===== config.mk =====
export PLATFORM = sky130hd
export DESIGN_NAME = fft_agu_seq
export DESIGN_NICKNAME = d
export VERILOG_FILES = /design/src/rtl/fft_agu_seq.sv
export SDC_FILE = /design/constraint.sdc
export NUM_CORES = 1
export LEC_CHECK = 0
export ABC_CLOCK_PERIOD_IN_PS = 2500
export CAP_MARGIN = 20
export CORE_MARGIN = 2
export CORE_UTILIZATION = 45
export CTS_CLUSTER_SIZE = 28
export DETAILED_ROUTE_END_ITERATION = 10
export GPL_TIMING_DRIVEN = 0
export HOLD_SLACK_MARGIN = 0.06
export PLACE_DENSITY = 0.81
export SLEW_MARGIN = 10
export SYNTH_ARGS = -nofsm -noshare
export SYNTH_HDL_FRONTEND = slang
export SYNTH_SLANG_ARGS = --single-unit

===== constraint.sdc =====
create_clock -name clk -period 2.5 [get_ports clk]
set_input_delay 0.5 -clock clk [delete_from_list [all_inputs] [get_ports clk]]
set_output_delay 0.5 -clock clk [all_outputs]
set_load 0.005 [all_outputs]

===== src/rtl/fft_agu_seq.sv =====
// fft_agu_seq: self-sequencing address generator for an in-place radix-2 FFT.
// Loads samples in bit-reversed order, walks every butterfly of every level,
// delays write addresses to match the butterfly latency, then streams results out.
module fft_agu_seq #(
  parameter int LOG2N  = 6,
  parameter int BF_LAT = 3
) (
  input  logic             clk,
  input  logic             reset,
  input  logic             start,
  input  logic             in_valid,
  output logic             in_ready,
  output logic [LOG2N-1:0] load_addr,
  output logic             rd_en,
  output logic             rd_bank,
  output logic [LOG2N-1:0] rd_addr_a,
  output logic [LOG2N-1:0] rd_addr_b,
  output logic [LOG2N-2:0] twiddle_addr,
  output logic             wr_en,
  output logic             wr_bank,
  output logic [LOG2N-1:0] wr_addr_a,
  output logic [LOG2N-1:0] wr_addr_b,
  output logic             out_valid,
  input  logic             out_ready,
  output logic [LOG2N-1:0] out_addr,
  output logic             out_bank,
  output logic             busy,
  output logic             done
);

  localparam int N  = 1 << LOG2N;
  localparam int LW = $clog2(LOG2N);
  localparam int DW = (BF_LAT > 1) ? $clog2(BF_LAT) : 1;

  localparam logic [LOG2N-1:0] CNT_MAX   = LOG2N'(N - 1);
  localparam logic [LOG2N-1:0] HALF_MAX  = LOG2N'(N / 2 - 1);
  localparam logic [LW-1:0]    LEVEL_MAX = LW'(LOG2N - 1);
  localparam logic [DW-1:0]    DRAIN_MAX = DW'(BF_LAT - 1);
  localparam logic [LOG2N-2:0] TW_ONES   = '1;
  localparam logic             OUT_BANK  = 1'(LOG2N % 2);

  typedef enum logic [2:0] {S_IDLE, S_LOAD, S_PROC, S_DRAIN, S_OUT, S_DONE} state_t;

  state_t           state_q, state_d;
  logic [LOG2N-1:0] cnt_q, cnt_d;
  logic [LW-1:0]    level_q, level_d;
  logic [DW-1:0]    drain_q, drain_d;

  logic             in_ready_q, in_ready_d;
  logic [LOG2N-1:0] load_addr_q, load_addr_d;
  logic             rd_en_q, rd_en_d;
  logic             rd_bank_q, rd_bank_d;
  logic [LOG2N-1:0] rd_addr_a_q, rd_addr_a_d;
  logic [LOG2N-1:0] rd_addr_b_q, rd_addr_b_d;
  logic [LOG2N-2:0] twiddle_addr_q, twiddle_addr_d;
  logic             out_valid_q, out_valid_d;
  logic [LOG2N-1:0] out_addr_q, out_addr_d;
  logic             out_bank_q, out_bank_d;
  logic             busy_q, busy_d;
  logic             done_q, done_d;

  logic [BF_LAT-1:0] dl_en_q, dl_en_d;
  logic [BF_LAT-1:0] dl_bank_q, dl_bank_d;
  logic [LOG2N-1:0]  dl_a_q [BF_LAT];
  logic [LOG2N-1:0]  dl_a_d [BF_LAT];
  logic [LOG2N-1:0]  dl_b_q [BF_LAT];
  logic [LOG2N-1:0]  dl_b_d [BF_LAT];

  function automatic logic [LOG2N-1:0] bit_rev(input logic [LOG2N-1:0] x);
    logic [LOG2N-1:0] r;
    for (int i = 0; i < LOG2N; i++) r[i] = x[LOG2N-1-i];
    return r;
  endfunction

  // Rotate left within LOG2N bits; the doubled word makes the wrap-around fall out of a plain shift.
  function automatic logic [LOG2N-1:0] rotl(input logic [LOG2N-1:0] x, input logic [LW-1:0] k);
    logic [2*LOG2N-1:0] dbl;
    dbl = {x, x} << k;
    return dbl[2*LOG2N-1:LOG2N];
  endfunction

  // Sequencer next state, then all outputs decoded from the next state so they leave the block registered.
  always_comb begin
    state_d = state_q;
    cnt_d   = cnt_q;
    level_d = level_q;
    drain_d = drain_q;
    unique case (state_q)
      S_IDLE: begin
        if (start) begin
          state_d = S_LOAD;
          cnt_d   = '0;
        end
      end
      S_LOAD: begin
        if (in_valid) begin
          if (cnt_q == CNT_MAX) begin
            state_d = S_PROC;
            cnt_d   = '0;
            level_d = '0;
          end else begin
            cnt_d = cnt_q + 1'b1;
          end
        end
      end
      S_PROC: begin
        if (cnt_q == HALF_MAX) begin
          state_d = S_DRAIN;
          cnt_d   = '0;
          drain_d = '0;
        end else begin
          cnt_d = cnt_q + 1'b1;
        end
      end
      S_DRAIN: begin
        if (drain_q == DRAIN_MAX) begin
          cnt_d = '0;
          if (level_q == LEVEL_MAX) begin
            state_d = S_OUT;
          end else begin
            state_d = S_PROC;
            level_d = level_q + 1'b1;
          end
        end else begin
          drain_d = drain_q + 1'b1;
        end
      end
      S_OUT: begin
        if (out_ready) begin
          if (cnt_q == CNT_MAX) state_d = S_DONE;
          else                  cnt_d   = cnt_q + 1'b1;
        end
      end
      S_DONE:  state_d = S_IDLE;
      default: state_d = S_IDLE;
    endcase

    in_ready_d     = (state_d == S_LOAD);
    load_addr_d    = in_ready_d ? bit_rev(cnt_d) : '0;
    rd_en_d        = (state_d == S_PROC);
    rd_bank_d      = rd_en_d & level_d[0];
    rd_addr_a_d    = rd_en_d ? rotl({cnt_d[LOG2N-2:0], 1'b0}, level_d) : '0;
    rd_addr_b_d    = rd_en_d ? rotl({cnt_d[LOG2N-2:0], 1'b1}, level_d) : '0;
    twiddle_addr_d = rd_en_d ? (cnt_d[LOG2N-2:0] & ~(TW_ONES >> level_d)) : '0;
    out_valid_d    = (state_d == S_OUT);
    out_addr_d     = out_valid_d ? cnt_d : '0;
    out_bank_d     = out_valid_d & OUT_BANK;
    busy_d         = (state_d != S_IDLE);
    done_d         = (state_d == S_DONE);
  end

  // Write-side delay line; results land in the bank opposite the one being read.
  always_comb begin
    dl_en_d[0]   = rd_en_q;
    dl_bank_d[0] = rd_en_q & ~rd_bank_q;
    dl_a_d[0]    = rd_addr_a_q;
    dl_b_d[0]    = rd_addr_b_q;
    for (int i = 1; i < BF_LAT; i++) begin
      dl_en_d[i]   = dl_en_q[i-1];
      dl_bank_d[i] = dl_bank_q[i-1];
      dl_a_d[i]    = dl_a_q[i-1];
      dl_b_d[i]    = dl_b_q[i-1];
    end
  end

  // All state, output and delay-line registers; reset aborts any transform and flushes pending writes.
  always_ff @(posedge clk) begin
    if (reset) begin
      state_q        <= S_IDLE;
      cnt_q          <= '0;
      level_q        <= '0;
      drain_q        <= '0;
      in_ready_q     <= 1'b0;
      load_addr_q    <= '0;
      rd_en_q        <= 1'b0;
      rd_bank_q      <= 1'b0;
      rd_addr_a_q    <= '0;
      rd_addr_b_q    <= '0;
      twiddle_addr_q <= '0;
      out_valid_q    <= 1'b0;
      out_addr_q     <= '0;
      out_bank_q     <= 1'b0;
      busy_q         <= 1'b0;
      done_q         <= 1'b0;
      dl_en_q        <= '0;
      dl_bank_q      <= '0;
      for (int i = 0; i < BF_LAT; i++) begin
        dl_a_q[i] <= '0;
        dl_b_q[i] <= '0;
      end
    end else begin
      state_q        <= state_d;
      cnt_q          <= cnt_d;
      level_q        <= level_d;
      drain_q        <= drain_d;
      in_ready_q     <= in_ready_d;
      load_addr_q    <= load_addr_d;
      rd_en_q        <= rd_en_d;
      rd_bank_q      <= rd_bank_d;
      rd_addr_a_q    <= rd_addr_a_d;
      rd_addr_b_q    <= rd_addr_b_d;
      twiddle_addr_q <= twiddle_addr_d;
      out_valid_q    <= out_valid_d;
      out_addr_q     <= out_addr_d;
      out_bank_q     <= out_bank_d;
      busy_q         <= busy_d;
      done_q         <= done_d;
      dl_en_q        <= dl_en_d;
      dl_bank_q      <= dl_bank_d;
      for (int i = 0; i < BF_LAT; i++) begin
        dl_a_q[i] <= dl_a_d[i];
        dl_b_q[i] <= dl_b_d[i];
      end
    end
  end

  assign in_ready     = in_ready_q;
  assign load_addr    = load_addr_q;
  assign rd_en        = rd_en_q;
  assign rd_bank      = rd_bank_q;
  assign rd_addr_a    = rd_addr_a_q;
  assign rd_addr_b    = rd_addr_b_q;
  assign twiddle_addr = twiddle_addr_q;
  assign wr_en        = dl_en_q[BF_LAT-1];
  assign wr_bank      = dl_bank_q[BF_LAT-1];
  assign wr_addr_a    = dl_a_q[BF_LAT-1];
  assign wr_addr_b    = dl_b_q[BF_LAT-1];
  assign out_valid    = out_valid_q;
  assign out_addr     = out_addr_q;
  assign out_bank     = out_bank_q;
  assign busy         = busy_q;
  assign done         = done_q;

endmodule


==> results.json <==
{
  "netlist_area_um2": 3555,
  "async_flop_share_pct": 0,
  "finalHoldViolations": 0,
  "place_area_um2": 4213,
  "dr.pass1.iters": 5,
  "status": "finished clean",
  "pwr-share-seq_pct": 57.2,
  "crit_chain": "clkdlybuf4s50_1, and4bb_4, o21bai_1, a21oi_1, a211o_2, mux2i_4, mux2i_2, a211oi_1",
  "final_nets": 447,
  "rows": 32,
  "tritoncts": "done",
  "netlist.area_leader.share_pct": 51.25,
  "min_from": "dl_a_q[0][0]",
  "ant_nets": 0,
  "syn2layout_area_growth_pct": 31.40,
  "use_met3_pct": 4.394,
  "instances_no_fill": 544,
  "cp-start-kind": "input port",
  "clk_latency_ns": 0.36,
  "antenna_found_initial": 0,
  "period_needed_ns": 2.437,
  "overflow": 0,
  "synth_top_cells_by_count": "dfxtp_1 (91), nor2b_1 (45), nor2_1 (43)",
  "crit-reg2reg-launch": "drain_q[1]",
  "syn_avg_cell_area_um2": 9.902,
  "yosysWarnings": 0,
  "fin_skew_ns": 0.01380,
  "clk_pin_slew_worst_paths_ns": 0.10,
  "synth-edff-count": 0,
  "crit_family": "compound AO/OA/AOI/OAI gates",
  "r2r-end": "rd_addr_b[2]",
  "min_path_type": "reg -> reg",
  "grt_max_degree": 20,
  "cp.required_ns": 2.76,
  "synth.distinct_cells": 69,
  "grt_use_met1_pct": 24.02,
  "p_sw_share_pct": 25.31,
  "drv_slew": 0,
  "antennaDiodeCount": 0,
  "ir_drop_mv": 0.5388,
  "combPwrFrac_pct": 4.7,
  "gp_congestion": 0.9397,
  "powerDensity_nw_per_um2": 545.4,
  "switchingPower_w": 0.0006448,
  "die_area_um2": 8626,
  "drive_gt1_share_pct": 19.46,
  "dpl.cell_count": 514,
  "synthMostInstantiatedCell": "dfxtp_1",
  "initial_core_util_pct": 46.24,
  "synth_area_leaders": "dfxtp_1 (51%), nor2b_1 (7.9%), nor2_1 (4.5%), buf_4 (3.0%), a21oi_1 (1.8%)",
  "ff2ff_path_depth": 10,
  "core_area_um2": 7687,
  "slew_headroom_pct": 64.20,
  "slowest_delay_ns": 0.58,
  "grt_pass1_vias": 2649,
  "clock.fmax_mhz": 410.3,
  "initialDrtViolationCount": 160,
  "syn-num-nets": 369,
  "crit_type": "in -> reg",
  "fp.dieW_um": 92.88,
  "p_leak_nw": 1.749,
  "cp.arrival_ns": 2.70,
  "grt_pass1_wl_mm": 12.56,
  "netlist_instances": 359,
  "dp_hpwl_mm": 5.299,
  "crit_path_end": "rd_addr_a[3]",
  "cts_made_buffers": 9,
  "root_buffer": "clkbuf_8",
  "timing.final.crit_share_pct": 97.49,
  "portBuffers": 53,
  "cts_buffer_depth": 2,
  "vias": 2831,
  "yosys_register_bits": 91,
  "synth_seq_area_share_pct": 51.25,
  "postCtsHoldBufs": 0,
  "tightest_slew_ns": 0.5371,
  "cp_slowest_cell": "clkdlybuf4s50_1",
  "p_int_w": 0.001902,
  "startpoint": "out_ready",
  "h-tree-depth": 3,
  "io_pins": 55,
  "synth_area_leader_cell": "dfxtp_1",
  "die_y_um": 92.88,
  "drc": 0,
  "fin_ws_ns": 0.06272,
  "totalPowerFinal_w": 0.002547,
  "post-route-util_pct": 60.76,
  "wl_per_cell_um": 14.79,
  "r2r_setup_slack_ns": 0.08,
  "maxCapViolations": 0,
  "fin_area_um2": 4671,
  "synth_top_flop_cell": "dfxtp_1",
  "path_buf_inv": 1,
  "crit_cells": 8,
  "grt_busiest_layer": "met2",
  "p_clk_share_pct": 38.1,
  "path_max_fanout": 9,
  "setup_viol": 0,
  "vias_per_cell": 5.204,
  "routed_wl_mm": 8.046,
  "track_usage_pct": 18.49,
  "dp_slack_ns": -0.5507,
  "cts_sinks": 91,
  "use_met2_pct": 29.77,
  "end_kind": "flop"
}
-- power groups by stage --
stage          combinational [W]  clock (W)  sequential [W]
2_1_floorplan          0.0000666          0         0.00149
3_3_place_gp           0.0000983          0         0.00149
3_5_place_dp            0.000102          0         0.00149
4_1_cts                 0.000114   0.000985         0.00146
5_1_grt                 0.000129    0.00105         0.00146
6_report                0.000119   0.000970         0.00146
-- stage by stage --
| step | setup TNS, ns | hold slack (ns) |
|---|---|---|
| finish | 0 | 0.4392 |
| global route | -0.04241 | 0.4575 |
| CTS | 0 | 0.4407 |
| detailed placement | -6.055 | 0.4248 |
| global placement | -5.000 | 0.4156 |
| floorplan | 0 | 0.4138 |
-- worst register-to-register path, stage by stage, from the launching register on --
cell      delay (ns)
dfxtp_1         0.37
ha_1            0.17
buf_6           0.14
and4b_1         0.27
a21boi_1        0.12
a21oi_4         0.43
buf_6           0.18
nor2b_4         0.05
a211oi_4        0.26
nor2_1          0.11
o32ai_1         0.23
-- routing by layer --
layer | up-vias | part of all wire [%]
li1 | 1383 | -
met1 | 1306 | 43
met2 | 128 | 48
met3 | 14 | 7.3
met4 | 0 | 1.7
met5 | - | 0
-- timing repair --
action | 4_1_cts | 5_1_grt
pin swaps | 4 | 6
setup buffers | 10 | 4
endpoints found under the setup margin | 12 | 13
gates resized for setup | 12 | 26
gates cloned | 0 | 0
-- registers in the layout, indices dropped and copies added, names as in the netlist, 2 cells and up --
signal	cells
dl_a_q	18
dl_b_q	18
cnt_q	6
load_addr	6
out_addr	6
rd_addr_a	6
rd_addr_b	6
twiddle_addr	5
dl_bank_q	3
dl_en_q	3
level_q	3
state_q	3
drain_q	2
-- cell type report --
class | count | area [um2]
Fill cell | 609 | 3017
Sequential cell | 91 | 1826
Multi-Input combinational cell | 230 | 1642
Timing Repair Buffer | 67 | 641.9
Buffer | 29 | 195.2
Tap cell | 102 | 127.6
Clock buffer | 9 | 123.9
Clock inverter | 7 | 81.33
Inverter | 9 | 33.78
-- cells in the final DEF, fill, tap and decap left out, types with 4 or more instances in the layout --
cell / netlist / final
dfxtp_1: 91 / 88
clkdlybuf4s50_1: 0 / 52
nor2b_1: 45 / 45
nor2_1: 43 / 43
buf_4: 14 / 27
nand2_1: 16 / 16
a21oi_1: 13 / 12
inv_1: 9 / 9
clkbuf_8: 0 / 9
clkbuf_1: 10 / 8
o22ai_1: 7 / 7
nor3_1: 7 / 6
a211oi_1: 6 / 6
buf_6: 2 / 5
nand3_1: 5 / 5
and2_1: 4 / 4
o21ai_0: 6 / 4
ha_1: 5 / 4
-- worst min-delay path by stage --
stage / slack [ns] / endpoint / cells past startpoint
after floorplan: 0.41 / dl_a_q[0][10] / 1
after global placement: 0.42 / dl_b_q[0][11] / 1
after detailed placement: 0.42 / dl_b_q[0][12] / 1
after CTS: 0.44 / dl_a_q[0][6] / 1
after global routing: 0.46 / dl_a_q[0][6] / 1
final: 0.44 / dl_a_q[0][6] / 1
-- logic make-up (layout without fill, tap and decap cells) --
family	Yosys count	in the layout	share of synthesized area, %
compound gates	72	72	15.70
xor+xnor	2	2	0.4929
fa+ha+maj	5	5	1.760
buf+inv	38	121	6.019
flops	91	91	51.25
mux	5	5	1.654
other cells	1	1	0.1055
simple gates	145	145	23.02
Power figures use the tool's default switching activity.
